### config.mk
export PLATFORM = sky130hd
export DESIGN_NAME = tx_char_scheduler
export DESIGN_NICKNAME = d
export VERILOG_FILES = /design/src/rtl/tx_sched_pkg.sv /design/src/rtl/tx_sched_pick.sv /design/src/rtl/tx_char_scheduler.sv
export SDC_FILE = /design/constraint.sdc
export NUM_CORES = 1
export LEC_CHECK = 0
export BUFFER_PORTS_ARGS = -buffer_cell sky130_fd_sc_hd__buf_4
export CORE_MARGIN = 2
export CORE_UTILIZATION = 37
export DETAILED_ROUTE_END_ITERATION = 16
export PLACE_DENSITY = 0.76
export SETUP_SLACK_MARGIN = 0.2
export SYNTH_ARGS = -nofsm -noshare
export SYNTH_HDL_FRONTEND = slang
export SYNTH_SLANG_ARGS = --single-unit
### constraint.sdc
create_clock -name pclk_tx -period 1.7 [get_ports pclk_tx]
set_input_delay 0 -clock pclk_tx [delete_from_list [all_inputs] [get_ports pclk_tx]]
set_output_delay 0 -clock pclk_tx [all_outputs]
set_load 0.005 [all_outputs]
### src/rtl/tx_sched_pkg.sv
// ----------------------------------------------------------------------------
// tx_sched_pkg
//   Shared definitions for the SpaceWire transmit character scheduler:
//     - enc_type_e     : character codes presented to the TX encoder
//     - sched_state_e  : scheduler FSM states (IDLE / HOLD / GAP)
//     - LINK_*         : link_state codes coming from the link FSM
//     - CTRL_EOP/EEP   : control byte values carried with txdata bit8 = 1
//   Ports: none (package only).
// ----------------------------------------------------------------------------
package tx_sched_pkg;

    // Character codes on enc_type.
    typedef enum logic [2:0] {
        ENC_NULL  = 3'd0,
        ENC_FCT   = 3'd1,
        ENC_TIMEC = 3'd2,
        ENC_DATA  = 3'd3,
        ENC_EOP   = 3'd4,
        ENC_EEP   = 3'd5
    } enc_type_e;

    // Scheduler FSM. PICK is not a state: selection happens combinationally
    // while in IDLE and is captured on the IDLE -> HOLD edge.
    typedef enum logic [1:0] {
        ST_IDLE = 2'd0,
        ST_HOLD = 2'd1,
        ST_GAP  = 2'd2
    } sched_state_e;

    // link_state codes. Values 2 and 3 both mean RUN.
    localparam logic [1:0] LINK_STARTED    = 2'd0;
    localparam logic [1:0] LINK_CONNECTING = 2'd1;
    localparam logic [1:0] LINK_RUN        = 2'd2;

    // Control byte values of an N-Char with the control flag set.
    localparam logic [7:0] CTRL_EOP = 8'h00;
    localparam logic [7:0] CTRL_EEP = 8'h01;

    // N-Chars consume host data and TX credit; L-Chars (NULL/FCT/TIMEC) do not.
    function automatic logic is_nchar(input enc_type_e t);
        return (t == ENC_DATA) || (t == ENC_EOP) || (t == ENC_EEP);
    endfunction

endpackage

### src/rtl/tx_sched_pick.sv
// ----------------------------------------------------------------------------
// tx_sched_pick
//   Combinational priority selector for the next TX character.
//   Priority: TIME-CODE > FCT > N-Char > NULL, each gated by link_state and,
//   for N-Chars, by non-zero TX credit.
//   Ports:
//     tick_pend_i   pending time-code request
//     tick_val_i    value of the pending time-code
//     fct_req_i     RX side owes an FCT
//     txwrite_i     host N-Char valid
//     txdata_i      host N-Char (bit DATA_W = control flag)
//     tx_credit_i   remaining TX credit
//     link_state_i  0 STARTED, 1 CONNECTING, 2/3 RUN
//     pick_type_o   selected character type
//     pick_data_o   selected data byte / time-code (0 for other types)
// ----------------------------------------------------------------------------
module tx_sched_pick
    import tx_sched_pkg::*;
#(
    parameter int CREDIT_W = 6,
    parameter int DATA_W   = 8
) (
    input  logic                tick_pend_i,
    input  logic [7:0]          tick_val_i,
    input  logic                fct_req_i,
    input  logic                txwrite_i,
    input  logic [DATA_W:0]     txdata_i,
    input  logic [CREDIT_W-1:0] tx_credit_i,
    input  logic [1:0]          link_state_i,
    output enc_type_e           pick_type_o,
    output logic [7:0]          pick_data_o
);

    logic link_run;
    logic link_conn;
    logic ctrl_flag;
    logic [DATA_W-1:0] payload;

    assign link_run  = (link_state_i >= LINK_RUN);
    assign link_conn = (link_state_i >= LINK_CONNECTING);
    assign ctrl_flag = txdata_i[DATA_W];
    assign payload   = txdata_i[DATA_W-1:0];

    always_comb begin
        pick_type_o = ENC_NULL;
        pick_data_o = 8'h00;
        if (tick_pend_i && link_run) begin
            pick_type_o = ENC_TIMEC;
            pick_data_o = tick_val_i;
        end else if (fct_req_i && link_conn) begin
            pick_type_o = ENC_FCT;
        end else if (txwrite_i && (tx_credit_i != '0) && link_run) begin
            if (!ctrl_flag) begin
                pick_type_o = ENC_DATA;
                pick_data_o = 8'(payload);
            end else if (payload == DATA_W'(CTRL_EOP)) begin
                pick_type_o = ENC_EOP;
            end else begin
                // Any control byte other than EOP is sent as an error end.
                pick_type_o = ENC_EEP;
            end
        end
    end

endmodule

### src/rtl/tx_char_scheduler.sv
// ----------------------------------------------------------------------------
// tx_char_scheduler
//   Transmit-side character scheduler for a SpaceWire link. Each slot it picks
//   one character for the TX encoder (TIME-CODE > FCT > N-Char > NULL, gated by
//   link state and TX credit), holds it until the encoder takes it, then
//   inserts a one-cycle gap so the credit counter can see char_sent before the
//   next pick.
//
//   Optional feature macro: TX_SCHED_TIMECODE_EN
//     defined     : tick_in/time_in arm a pending time-code, sent as TIMEC.
//     not defined : tick_in/time_in ignored, TIMEC is never issued.
//
//   Ports:
//     pclk_tx     in   TX clock
//     reset_tx    in   synchronous active-high reset
//     enable_tx   in   link enable; low aborts like reset
//     link_state  in   0 STARTED, 1 CONNECTING, 2/3 RUN
//     tick_in     in   time-code request pulse
//     time_in     in   time-code value, sampled with tick_in
//     fct_req     in   RX buffer owes one FCT (level)
//     fct_ack     out  FCT handed to encoder this cycle
//     txwrite     in   host N-Char valid
//     txdata      in   host N-Char (bit DATA_W: control flag)
//     txrdy       out  host N-Char consumed this cycle
//     tx_credit   in   characters the host may still send
//     enc_ready   in   encoder accepts a character this cycle
//     enc_valid   out  character presented to encoder
//     enc_type    out  0 NULL,1 FCT,2 TIMEC,3 DATA,4 EOP,5 EEP
//     enc_data    out  data byte or time-code, 0 otherwise
//     char_sent   out  one pulse per N-Char transfer
//
//   Encoder handshake: a character moves when enc_valid and enc_ready are both
//   high at a rising pclk_tx edge. While enc_valid is high and enc_ready low,
//   enc_type/enc_data stay unchanged; enc_valid only falls after a transfer or
//   on abort (reset_tx high / enable_tx low).
// ----------------------------------------------------------------------------
module tx_char_scheduler
    import tx_sched_pkg::*;
#(
    parameter int CREDIT_W = 6,
    parameter int DATA_W   = 8
) (
    input  logic                pclk_tx,
    input  logic                reset_tx,
    input  logic                enable_tx,
    input  logic [1:0]          link_state,
    input  logic                tick_in,
    input  logic [7:0]          time_in,
    input  logic                fct_req,
    output logic                fct_ack,
    input  logic                txwrite,
    input  logic [DATA_W:0]     txdata,
    output logic                txrdy,
    input  logic [CREDIT_W-1:0] tx_credit,
    input  logic                enc_ready,
    output logic                enc_valid,
    output logic [2:0]          enc_type,
    output logic [7:0]          enc_data,
    output logic                char_sent
);

    // ------------------------------------------------------------------
    // Registered state
    // ------------------------------------------------------------------
    sched_state_e state_q;
    logic         valid_q;
    enc_type_e    type_q;
    logic [7:0]   data_q;

    logic         tick_pend_q;
    logic [7:0]   tick_val_q;

    logic         abort;
    logic         xfer;

    enc_type_e    pick_type;
    logic [7:0]   pick_data;

    // Reset and link disable share one path: everything returns to IDLE and
    // any held character is dropped without side effects.
    assign abort = reset_tx || !enable_tx;
    assign xfer  = valid_q && enc_ready && !abort;

    // ------------------------------------------------------------------
    // Pending time-code
    // ------------------------------------------------------------------
`ifdef TX_SCHED_TIMECODE_EN
    logic         tick_pend_d;
    logic [7:0]   tick_val_d;

    always_comb begin
        tick_pend_d = tick_pend_q;
        tick_val_d  = tick_val_q;
        if (xfer && (type_q == ENC_TIMEC)) begin
            tick_pend_d = 1'b0;
        end
        // A new tick wins over the clear, so a tick coinciding with a TIMEC
        // transfer re-arms with the new value. A tick while pending simply
        // overwrites the value.
        if (tick_in) begin
            tick_pend_d = 1'b1;
            tick_val_d  = time_in;
        end
    end

    always_ff @(posedge pclk_tx) begin
        if (abort) begin
            tick_pend_q <= 1'b0;
            tick_val_q  <= 8'h00;
        end else begin
            tick_pend_q <= tick_pend_d;
            tick_val_q  <= tick_val_d;
        end
    end
`else
    logic unused_tick;

    assign tick_pend_q = 1'b0;
    assign tick_val_q  = 8'h00;
    assign unused_tick = ^{tick_in, time_in};
`endif

    // ------------------------------------------------------------------
    // Priority selection
    // ------------------------------------------------------------------
    tx_sched_pick #(
        .CREDIT_W (CREDIT_W),
        .DATA_W   (DATA_W)
    ) u_pick (
        .tick_pend_i  (tick_pend_q),
        .tick_val_i   (tick_val_q),
        .fct_req_i    (fct_req),
        .txwrite_i    (txwrite),
        .txdata_i     (txdata),
        .tx_credit_i  (tx_credit),
        .link_state_i (link_state),
        .pick_type_o  (pick_type),
        .pick_data_o  (pick_data)
    );

    // ------------------------------------------------------------------
    // Slot FSM: IDLE (pick) -> HOLD (present) -> GAP -> IDLE
    // The selection is frozen in HOLD: later requests and link_state changes
    // only affect the next pick, because the encoder already owns the slot.
    // ------------------------------------------------------------------
    always_ff @(posedge pclk_tx) begin
        if (abort) begin
            state_q <= ST_IDLE;
            valid_q <= 1'b0;
            type_q  <= ENC_NULL;
            data_q  <= 8'h00;
        end else begin
            case (state_q)
                ST_IDLE: begin
                    state_q <= ST_HOLD;
                    valid_q <= 1'b1;
                    type_q  <= pick_type;
                    data_q  <= pick_data;
                end
                ST_HOLD: begin
                    if (enc_ready) begin
                        state_q <= ST_GAP;
                        valid_q <= 1'b0;
                        type_q  <= ENC_NULL;
                        data_q  <= 8'h00;
                    end
                end
                ST_GAP: begin
                    state_q <= ST_IDLE;
                end
                default: begin
                    state_q <= ST_IDLE;
                    valid_q <= 1'b0;
                    type_q  <= ENC_NULL;
                    data_q  <= 8'h00;
                end
            endcase
        end
    end

    // ------------------------------------------------------------------
    // Outputs
    // ------------------------------------------------------------------
    assign enc_valid = valid_q;
    assign enc_type  = type_q;
    assign enc_data  = data_q;

    // Side-effect pulses coincide with the transfer cycle itself so that the
    // host and the credit counter update on the same edge as the encoder.
    // They are masked during abort, so a dropped character leaves no trace.
    assign fct_ack   = xfer && (type_q == ENC_FCT);
    assign txrdy     = xfer && is_nchar(type_q);
    assign char_sent = xfer && is_nchar(type_q);

endmodule
# Word-level counts from Yosys, hierarchy flattened
# Index checks and enable logic that the tools add are counted.
# classes
order_cmp	2
eq_ne	7
n_mux	15
bitwise_logic	1
reduce_logical	16
# ops
op	n
$mux W8	4
$pmux W8 S3	1
$mux W3	4
$pmux W3 S3	1
$logic_not A8 Y1	1
$logic_and A1 B1 Y1	7
$eq A3 B3 Y1 const B	2
$reduce_bool A6 Y1	1
$pmux W2 S2	1
$eq A3 B1 Y1 const B	1
$eq A3 B2 Y1 const B	1
$logic_or A1 B1 Y1	3
$pmux W1 S3	1
$eq A2 B1 Y1 const B	1
$eq A2 B2 Y1 const B	1
$ge A2 B1 Y1 const B	1
$ge A2 B2 Y1 const B	1
$logic_not A1 Y1	2
$logic_not A2 Y1	1
$mux W1	2
$mux W2	1
$ne A2 B2 Y1 const B	1
$reduce_and A2 Y1	1
$not A1 Y1	1
# word_totals
regBits	14
inputBits	32
output_inout_bits	15
word_cells	45

# Longest topological paths before layout
# Gate-level depths: netlist (run 1).
# logic_depth
word_depth	6
mapped_depth	5
depth_no_buf	4

# Cells and area by module
# Synthesis (run 1) repeated with hierarchy kept, for this count alone.
# hier_totals
cells_unflattened	71
area_unflattened_um2	708.2
# by_module_without_submodules
module	instances	cells_per_inst	area_per_inst_um2	seq_area_each_um2
tx_char_scheduler	1	46	524.3	280.3
tx_sched_pick	1	25	183.9	0.0

# Least setup slack after synthesis (run 1)
# Ideal clock, no wire load.
# synth_path
kind	register to register
start	register state_q[0]
end	register data_q[0], in the netlist enc_data[0]
setup_time_ns	0.061
t_arrival_ns	1.240
t_required_ns	1.639
path_slack_ns	0.399
stages_incl_launch_ff	6
path_buffers	1
period_less_slack_ns	1.301
path_cell_list	dfxtp_1 -> buf_2 -> nor3b_1 -> a21oi_1 -> nor2_1 -> a22o_1
# synth_via
elab_chain_len	3
word_cells_on_any_way	7
classes_between	eq/ne (3); mux (1); bitwise (1); reduce/logical (2)
# synth_rtl
element	line	text
start, declared	tx_char_scheduler.sv:65	sched_state_e state_q;
start signal, assigned	tx_char_scheduler.sv:148	state_q <= ST_IDLE;
start signal, assigned	tx_char_scheduler.sv:155	state_q <= ST_HOLD;
start signal, assigned	tx_char_scheduler.sv:162	state_q <= ST_GAP;
$eq A2 B1 Y1 or $eq A2 B2 Y1 (tied branches)	tx_char_scheduler.sv:153	case (state_q)
$ne A2 B2 Y1 (no source line) or $not A1 Y1 (tied branches)	-	
$reduce_and A2 Y1 (no source line)	-	
end signal, assigned	tx_char_scheduler.sv:158	data_q <= pick_data;
end, declared	tx_char_scheduler.sv:68	logic [7:0] data_q;
# Parallel ways exist; a longest one is shown, timed or not.
# A chain may end at the register's enable or synchronous reset.

# Final worst setup path (run 1)
# layout_path
start	register type_q[0], in the netlist enc_type[0]
end	output port char_sent
# layout_via
elab_chain_len	4
word_cells_on_any_way	6
classes_between	eq/ne (3); reduce/logical (3)
# layout_rtl
element	line	text
start, declared	tx_char_scheduler.sv:67	enc_type_e type_q;
start signal, assigned	tx_char_scheduler.sv:157	type_q <= pick_type;
$eq A3 B2 Y1 or $eq A3 B3 Y1 (tied branches)	tx_sched_pkg.sv:41	return (t == ENC_DATA) || (t == ENC_EOP) || (t == ENC_EEP);
$logic_or A1 B1 Y1	tx_sched_pkg.sv:41	
$logic_or A1 B1 Y1 (*)	tx_sched_pkg.sv:41	
$logic_and A1 B1 Y1 (*)	tx_char_scheduler.sv:193	assign char_sent = xfer && is_nchar(type_q);
end, declared	tx_char_scheduler.sv:59	output logic char_sent
# Every way passes the cells marked *; elsewhere a longest branch is shown, timed or not.

==> impl_metrics.toml, run 1 <==
[sta]
hold_violations = 0
hold_ws_ns = 0.0285
max_clock_freq_mhz = 767
fin_crit_ns = 1.30
rsz0062_at_grt = "no"
min_period_over_period_pct = 76.7
setup_viol = 0
maxSlewHeadroom_pct = 73.6
maxSlewViolCount = 0
clock-skew-final_ns = 0.000671
tightest_slew_ns = 0.395
fin_setup_tns_ns = 0

[synth]
yosys.area_share.simple_pct = 20.7
synth_largest_area_cell = "dfxtp_1"
synth_area_leaders = "dfxtp_1 (46%), a22o_1 (12%), o311ai_4 (4.3%)"
synth.most_common_cell = "dfxtp_1"
synth_edf_count = 0
synth_fp_nets = 92
synth_top_area_share_pct = 46.4
async_flop_share_pct = 0
synthAdderAreaFrac_pct = 0
synth_xor_area_share_pct = 0
synthesis.instances = 60
synth_cell_types = 24
yosysWarnings = 0
synth_compound_area_share_pct = 27.7
ys_seq_area_share_pct = 46.4
synth_mux_area_share_pct = 1.86
synth_top_cells_by_count = "dfxtp_1 (14), a22o_1 (8), nor2_1 (6)"
synth_seq_cells = 14
synth_top_family_by_area = "compound AO/OA/AOI/OAI gates"
ys.flop_type = "dfxtp_1"
synth.avg_cell_area_sq_um = 10.1
synth_area_sq_um = 604

[setup_path]
crit_fanout = 6
critPathLaunchType = "register"
worstPathRequired_ns = 1.70
crit_arrival_ns = 1.30
crit_type = "reg2out"
rrSetupSlack_ns = 0.42
crit_path_end_kind = "primary output"
rr_startpoint = "state_q[1]"
rr_worst_depth = 4
reg2reg_to = "enc_data[5]"

[finish]
fin_area_sq_um = 1040
syn2layout_area_growth_pct = 72.7
postLayoutCoreUtil_pct = 68.5
drive_above_1_share_pct = 43.2
antennaDiodeCount = 0
fill_cells = 111
final_nets = 144

[route]
wl_per_cell_microns = 12.9
wl_met2_microns = 879
firstDrtPassIters = 4
num_vias = 648
wirelength_microns = 1640
met3_length_microns = 95
dr.max_layer_used = "met4"
detail_route.vias_per_cell = 5.10
ant_nets = 0
wl_met1_microns = 648
drc = 0
drtIter0Drc = 12

[pwr]
power.density_nw_per_um2 = 656
power.switching_mw = 0.152
p_int_mw = 0.533
power_leakage_nw = 0.469
sw_frac_of_total_pct = 22.2
ir_drop_uv = 563
share_comb_of_total_power_pct = 15.8
clockPowerShare_pct = 34.7
power.total_mw = 0.685
seqPwrFrac_pct = 49.5

[min_path]
whs_endpoint = "enc_valid"
hold_class = "in2reg"
worstHoldStart = "enable_tx"
hold_path_depth = 3

[clock_network]
htreeDepth = 1
clk_latency_ns = 0.28
cts_tree = "yes"
cts_root_buf = "clkbuf_4"
clk_pin_slew_ns = 0.08
cts_setup_buffers = 0
cts_buffers = 3
cts_buffer_depth = 2
clock_sinks = 14

[placed_design]
routabilityCongestion = 0.676
hpwl_microns = 1170
post_dp_cell_area_sq_um = 905
io_buffers = 37

[global_route]
grt_overflow = 0
grt_pass1_vias = 598
grt_pass1_wl_microns = 2620
grt_max_degree = 11
track_usage_pct = 19.0
antenna_found_initial = 0

[die]
io_pins = 47
initial_utilization_pct = 39.7
die_w_microns = 44.4
dieHeight_microns = 44.4
fp-row-count = 14
core_area_sq_um = 1520
die_area_sq_um = 1970

[outcome]
outcome = "complete, no violations"

[run]
maxCapViolations = 0
[repair_timing]
action                                  CTS  global route
endpoints found under the setup margin    0            10
resized for setup                         0             1
endpoints found under the hold margin    11             0
hold buffers                             10             0
[worst max-delay path, cell delays in order, from the launching register on]
cell and delay, ns:
dfxtp_1 0.43, nand2_1 0.07, mux2_2 0.26, nor2_1 0.13, buf_4 0.13
[area by class of cell]
| type | instances | area [sq um] | share of cell area [%] |
|---|---|---|---|
| inverter | 2 | 7.51 | 0.719 |
| tap | 16 | 20.0 | 1.92 |
| sequential | 14 | 280 | 26.9 |
| clock buffer | 4 | 36.3 | 3.48 |
| timing repair buffer | 49 | 393 | 37.6 |
| multi-input combinational | 42 | 307 | 29.4 |
[stage by stage]
| step | setup WS (ns) | instances |
|---|---|---|
| 2_1_floorplan | 0.399 | 60 |
| 3_3_place_gp | 0.230 | 113 |
| 3_5_place_dp | 0.206 | 113 |
| 4_1_cts | 0.223 | 127 |
| 5_1_grt | 0.279 | 127 |
| 6_report | 0.396 | 127 |
[cell families (layout without fill, tap and decap cells)]
logic type,count (synthesis),in the layout
simple gates,21,21
compound gates,20,20
flops,14,14
buf+inv,4,55
mux,1,1
[layer usage]
metal,up-vias,track usage [%]
li1,329,-
met1,297,20.7
met2,20,32.1
met3,2,8.57
met4,0,7.27
met5,-,0
[state kept, by name, summed over array words and instances, names as in the netlist]
register,cells
state_q,2
enc_valid,1
enc_data,8
enc_type,3
[power groups by stage]
stage | Clock, mW | Combinational, mW | Sequential (mW)
6_report | 0.238 | 0.108 | 0.339
3_3_place_gp | 0 | 0.0869 | 0.346
2_1_floorplan | 0 | 0.0292 | 0.346
3_5_place_dp | 0 | 0.0885 | 0.347
5_1_grt | 0.273 | 0.117 | 0.339
4_1_cts | 0.252 | 0.107 | 0.339
[cell usage in the layout, fill, tap and decap left out]
cell type	synthesis	final
buf_4	1	39
dfxtp_1	14	14
dlygate4sd3_1	0	10
a22o_1	8	8
nor2_1	6	5
a21oi_1	5	5
nand2b_1	4	4
clkbuf_4	0	3
nand2_1	2	2
o21ai_0	2	2
nor3_1	2	2
inv_1	2	2
nor2b_1	1	1
nand3_1	1	1
nor4b_1	1	1
mux2_2	1	1
or4_4	1	1
o311ai_4	1	1
nor3b_1	1	1
nor2_2	0	1
a32o_1	1	1
nor4b_2	1	1
nor4_1	1	1
a41o_1	1	1
a311oi_1	1	1
a21o_1	1	1
clkbuf_8	0	1
[worst max path at each step]
stage / from / end / slack (ns)
after floorplan: state_q[0] / enc_data[0] / 0.40
after global placement: tx_credit[5] / enc_data[7] / 0.23
after detailed placement: tx_credit[5] / enc_data[5] / 0.21
after CTS: enc_ready / enc_data[5] / 0.22
after global routing: enc_type[0] / char_sent / 0.28
final: enc_type[0] / char_sent / 0.40
Power figures use the tool's default switching activity.
==> run 2: changes to the inputs <==
ABC_AREA = 1   (was default)
CORE_UTILIZATION = 42   (was 37)
PLACE_DENSITY = 0.78   (was 0.76)
clock period = 1.22 ns   (was 1.7 ns; I/O delays follow)
==> run 2 against run 1 <==
Effect of this change:
- utilization is 3.9 points higher
- first-iteration DRC count rose by 33%
- sequential power is 39% higher
- clock skew is 0.0047 ns higher
- combinational power is 86% higher
- final cell count increased by 56%
- non-clock buffer count shrank 7
- sequential share of layout area fell by 3.5 points
- die area is 15% higher
==> impl_metrics.toml, run 2 <==
[outcome]
outcome = "complete, no violations"

[setup_path]
cp_slowest_cell = "dfxtp_2"
critical-path-max-stage-delay_ns = 0.37
crit_chain = "inv_1 -> nor4_4 -> buf_4"
crit_path_end_kind = "primary output"
rrSetupSlack_ns = 0.22
rr_worst_depth = 6
reg2reg_to = "enc_type[2]"
rr_startpoint = "state_q[1]"
critPathLaunchType = "register"
crit_type = "reg2out"
crit_arrival_ns = 1.14
crit_fanout = 4
worstPathRequired_ns = 1.22

[sta]
setup_slack_ns = 0.0751
fin_setup_tns_ns = 0
min_period_over_period_pct = 93.8
fin_crit_ns = 1.14
maxSlewViolCount = 0
hold_ws_ns = 0.0336
rsz0062_at_grt = "yes"
clock-skew-final_ns = 0.00535
tightest_slew_ns = 0.402
maxSlewHeadroom_pct = 73.2
max_clock_freq_mhz = 873
hold_violations = 0
setup_viol = 0

[route]
wirelength_microns = 2140
wl_per_cell_microns = 10.8
firstDrtPassIters = 4
drc = 0
drtIter0Drc = 16
ant_nets = 0
detail_route.vias_per_cell = 4.85
num_vias = 960

[clock_network]
cts_buffers = 3
cts_tree = "yes"
clk_pin_slew_ns = 0.09
cts_buffer_depth = 2
clock_sinks = 14
htreeDepth = 1
cts_root_buf = "clkbuf_4"
clk_latency_ns = 0.29

[finish]
antennaDiodeCount = 0
final_nets = 206
fill_cells = 157
postLayoutCoreUtil_pct = 72.3
layout.cells.non_filler = 198
largest_reg_flops = 8
final_common_cell = "nor2_1"
syn2layout_area_growth_pct = 59.1
layout_common_cells = "nor2_1 (42), buf_4 (40), inv_1 (22), nand2_1 (9)"
fin_area_sq_um = 1280
drive_above_1_share_pct = 41.0

[die]
core_area_sq_um = 1760
io_pins = 47
initial_utilization_pct = 45.5
dieHeight_microns = 47.7
fp-row-count = 15
die_area_sq_um = 2280
die_w_microns = 47.7

[pwr]
power.switching_mw = 0.272
p_int_mw = 0.741
share_comb_of_total_power_pct = 19.8
clockPowerShare_pct = 33.8
ir_drop_uv = 568
power.total_mw = 1.01
sw_frac_of_total_pct = 26.9
seqPwrFrac_pct = 46.4
power.density_nw_per_um2 = 794
power_leakage_nw = 0.577

[placed_design]
routabilityCongestion = 0.787
io_buffers = 37
dp.cells = 190
hpwl_microns = 1450
post_dp_cell_area_sq_um = 1090
pre_cts_slack_ns = 0.122

[global_route]
grt_overflow = 0
grt_pass1_vias = 773
grt_pass1_wl_microns = 3030
antenna_found_initial = 0
grt_max_degree = 14
track_usage_pct = 19.1

[min_path]
worstHoldStart = "txdata[8]"
hold_path_depth = 3
whs_endpoint = "enc_type[2]"
hold_class = "in2reg"

[synth]
synth_xor_area_share_pct = 0
synth_seq_cells = 14
synth_top_family_by_area = "simple AND/OR/NAND/NOR gates"
yosysWarnings = 0
synth_fp_nets = 163
ys_seq_area_share_pct = 34.9
synth_area_leaders = "dfxtp_1 (35%), nor2_1 (23%), inv_1 (11%)"
synth_compound_area_share_pct = 6.08
synth_area_sq_um = 802
synth_largest_area_cell = "dfxtp_1"
synthAdderAreaFrac_pct = 0
synth_top_cells_by_count = "nor2_1 (49), inv_1 (24), dfxtp_1 (14)"
synth_mux_area_share_pct = 0
synthesis.instances = 131
synth_cell_types = 19
yosys.area_share.simple_pct = 43.2
ys.flop_type = "dfxtp_1"
async_flop_share_pct = 0
synth_edf_count = 0
synth.avg_cell_area_sq_um = 6.12
synth.most_common_cell = "nor2_1"
synth_top_area_share_pct = 34.9

[run]
maxCapViolations = 0
-- run 2: cell types whose count changed after synthesis, sizes merged, moves of 2 or more --
cell    change
nor2       +43
nand2      +10
nor4b       -2
buf         +2
nand3       +6
inv        +23
nor3        -2
a22o        -8
nand4       +8
nand2b      -4
-- run 2: final cells by class --
type                    instances  area (sq um)  share of cell area [%]
multi-input cells              87           482                    37.7
well taps                      25          31.3                    2.45
clock buffers                   4          36.3                    2.84
flip-flops and latches         14           298                    23.3
inverters                      26           108                    8.43
repair buffers                 42           322                    25.2
-- run 2: cells by family after synthesis --
group,after synthesis
AOI/OAI and AO/OA,7
buffers and inverters,30
and+or+nand+nor,80
DFF,14
-- run 2: worst max-delay path by stage --
stage	startpoint	to
global route	enc_type[1]	txrdy
floorplan	state_q[1]	enc_data[0]
global placement	state_q[1]	enc_data[5]
detailed placement	state_q[1]	enc_data[1]
CTS	enc_valid	fct_ack
finish	enc_type[0]	fct_ack
-- run 2: metal layers --
| metal | routed length [microns] | GRT usage (%) | vias to the layer above |
|---|---|---|---|
| li1 | - | - | 484 |
| met1 | 858 | 23.2 | 439 |
| met2 | 1130 | 31.2 | 32 |
| met3 | 114 | 4.53 | 5 |
| met4 | 42 | 9.73 | 0 |
| met5 | 0 | 0 | - |
-- run 2: power by group through the flow --
stage                     Combinational (mW)  Clock (mW)  Sequential [mW]
after floorplan                       0.0828           0            0.482
after global placement                 0.159           0            0.482
after detailed placement               0.164           0            0.483
after CTS                              0.176       0.345            0.472
after global routing                   0.220       0.370            0.471
final                                  0.201       0.343            0.470
-- run 2: timing repair --
| action | in CTS | in global routing |
|---|---|---|
| gates resized for setup | 15 | 23 |
| setup endpoints to repair | 12 | 13 |
| buffers inserted | 1 | 2 |
| hold buffers | 1 | 0 |
| endpoints found under the hold margin | 1 | 0 |
| pin swaps | 2 | 7 |
-- run 2: critical path: cells and delay by family, from the launching register on --
kind / cells / cell delay, ns
buffers and inverters: 2 / 0.22
DFF: 1 / 0.37
and+or+nand+nor: 1 / 0.25
==> run 3: changes to the inputs <==
CORE_UTILIZATION = 38   (was 42)
PLACE_DENSITY = 0.74   (was 0.78)
clock period = 1 ns   (was 1.22 ns; I/O delays follow)
==> run 3 against run 2 <==
Effect of this change:
- critical path type unchanged
- register-to-register slack got worse by 0.33 ns
- critical endpoint unchanged
- the flow now finishes with violations (setup timing)
- utilization grew 3.4 points
- largest cell class unchanged
- clock power is 19% higher
- largest power group unchanged
- design area is 18% higher
- routed wire length up 11%
- sequential power grew 22%
==> impl_metrics.toml, run 3 (synthesis gave the netlist of run 2 again) <==
[global_route]
grt_pass1_wl_microns = 3550
met1_usage_pct = 23.9
grt_max_degree = 14
grt_use_met2_pct = 28.4
antenna_found_initial = 0
grt_pass1_vias = 837
grt_overflow = 0
track_usage_pct = 18.4
busiest_layer = "met2"
met3_usage_pct = 2.42

[pwr]
power.total_mw = 1.32
ir_drop_uv = 566
power_leakage_nw = 0.632
power.density_nw_per_um2 = 877

[clock_network]
clock_sinks = 14
cts_tree = "yes"
cts_hold_buf = 0
clk_latency_ns = 0.28
clk_pin_slew_ns = 0.08
cts_root_buf = "clkbuf_4"
cts_buffer_depth = 2
cts_buffers = 3
htreeDepth = 1

[placed_design]
io_buffers = 37
hpwl_microns = 1440
pre_cts_slack_ns = 0.0338
post_dp_cell_area_sq_um = 1140
routabilityCongestion = 0.758

[sta]
fin_crit_ns = 1.12
rsz0062_at_grt = "yes"
hold_violations = 0
maxSlewHeadroom_pct = 65.4
tightest_slew_ns = 0.519
max_clock_freq_mhz = 893
setup_slack_ns = -0.119
maxSlewViolCount = 0
setup_viol = 13
hold_ws_ns = 0.0440
clock-skew-final_ns = 0.00127
min_period_over_period_pct = 112

[outcome]
outcome = "complete, but fails checks"
violations = "setup timing"

[die]
initial_utilization_pct = 40.5
die_w_microns = 49.9
core_area_sq_um = 1980
fp-row-count = 16
die_area_sq_um = 2490
dieHeight_microns = 49.9
io_pins = 47

[setup_path]
worstPathRequired_ns = 1.00
crit_fanout = 2
critPathLaunchType = "register"
crit_arrival_ns = 1.12
crit_path_end_kind = "primary output"
crit_type = "reg2out"

[finish]
syn2layout_area_growth_pct = 87.1
final_nets = 215
final_common_cell = "buf_4"
largest_reg_flops = 8
fin_area_sq_um = 1500
postLayoutCoreUtil_pct = 75.7
layout_common_cells = "buf_4 (39), nor2_1 (33), inv_1 (22), nor2_4 (9), buf_6 (9)"
drive_above_1_share_pct = 52.2
antennaDiodeCount = 0
fill_cells = 135

[route]
wl_per_cell_microns = 11.4
ant_nets = 0
num_vias = 986
drtIter0Drc = 7
firstDrtPassIters = 6
detail_route.vias_per_cell = 4.72
drc = 0
wirelength_microns = 2380

[min_path]
hold_class = "in2reg"

[run]
maxCapViolations = 0
[run 3: cell count changes in the layout (fill, tap and decap cells not counted), moves of 2 or more]
cell | previous run | this run
nor2_1 | 42 | 33
buf_6 | 1 | 9
nor2_4 | 1 | 9
nand2_2 | 0 | 3
a21oi_1 | 3 | 1
a21oi_2 | 1 | 3
buf_12 | 0 | 2
nand2_1 | 9 | 7
[run 3: final timing paths]
kind / startpoint / to / slack, ns / cells past startpoint
hold / removal: txdata[8] / enc_type[2] / 0.04 / 3
setup reg to reg: state_q[0] / enc_type[1] / -0.11 / 5
setup / recovery: enc_valid / fct_ack / -0.12 / 4
hold reg to reg: enc_type[0] / enc_type[0] / 0.52 / 2
[run 3: worst max-delay path, stage by stage (launching register included)]
cell,delay (ns)
dfxtp_2,0.34
nand3_2,0.08
buf_4,0.15
nor4_2,0.12
buf_4,0.15
[run 3: stage by stage]
step,cells,setup TNS [ns]
after floorplan,131,0
after global placement,193,0
after detailed placement,193,0
after CTS,202,-0.257
after global routing,209,-1.46
final,209,-0.845
[run 3: cell type report]
class	instances	area [sq um]	area share (%)
sequential	14	300	20.0
tap	27	33.8	2.25
clock buffer	4	36.3	2.42
inverter	26	110	7.34
timing repair buffer	51	462	30.8
multi-input combinational	87	558	37.2
[run 3: report_power, final]
group / internal, mW / switching, mW
clock network: 0.222 / 0.187
logic: 0.175 / 0.159
registers: 0.559 / 0.0133
total: 0.956 / 0.360
[run 3: what timing repair did]
action                     in CTS  in global routing
resized for setup              33                 26
hold endpoints to repair        0                  0
buffers inserted                4                  7
cloned                          1                  0
pin swaps                      15                 12
setup endpoints to repair      16                 21
[run 3: routing by layer]
layer  part of all wire [%]  vias to the layer above
met2                     46                       53
li1                       -                      507
met4                    3.3                        0
met5                      0                        -
met3                    6.3                       11
met1                     44                      415
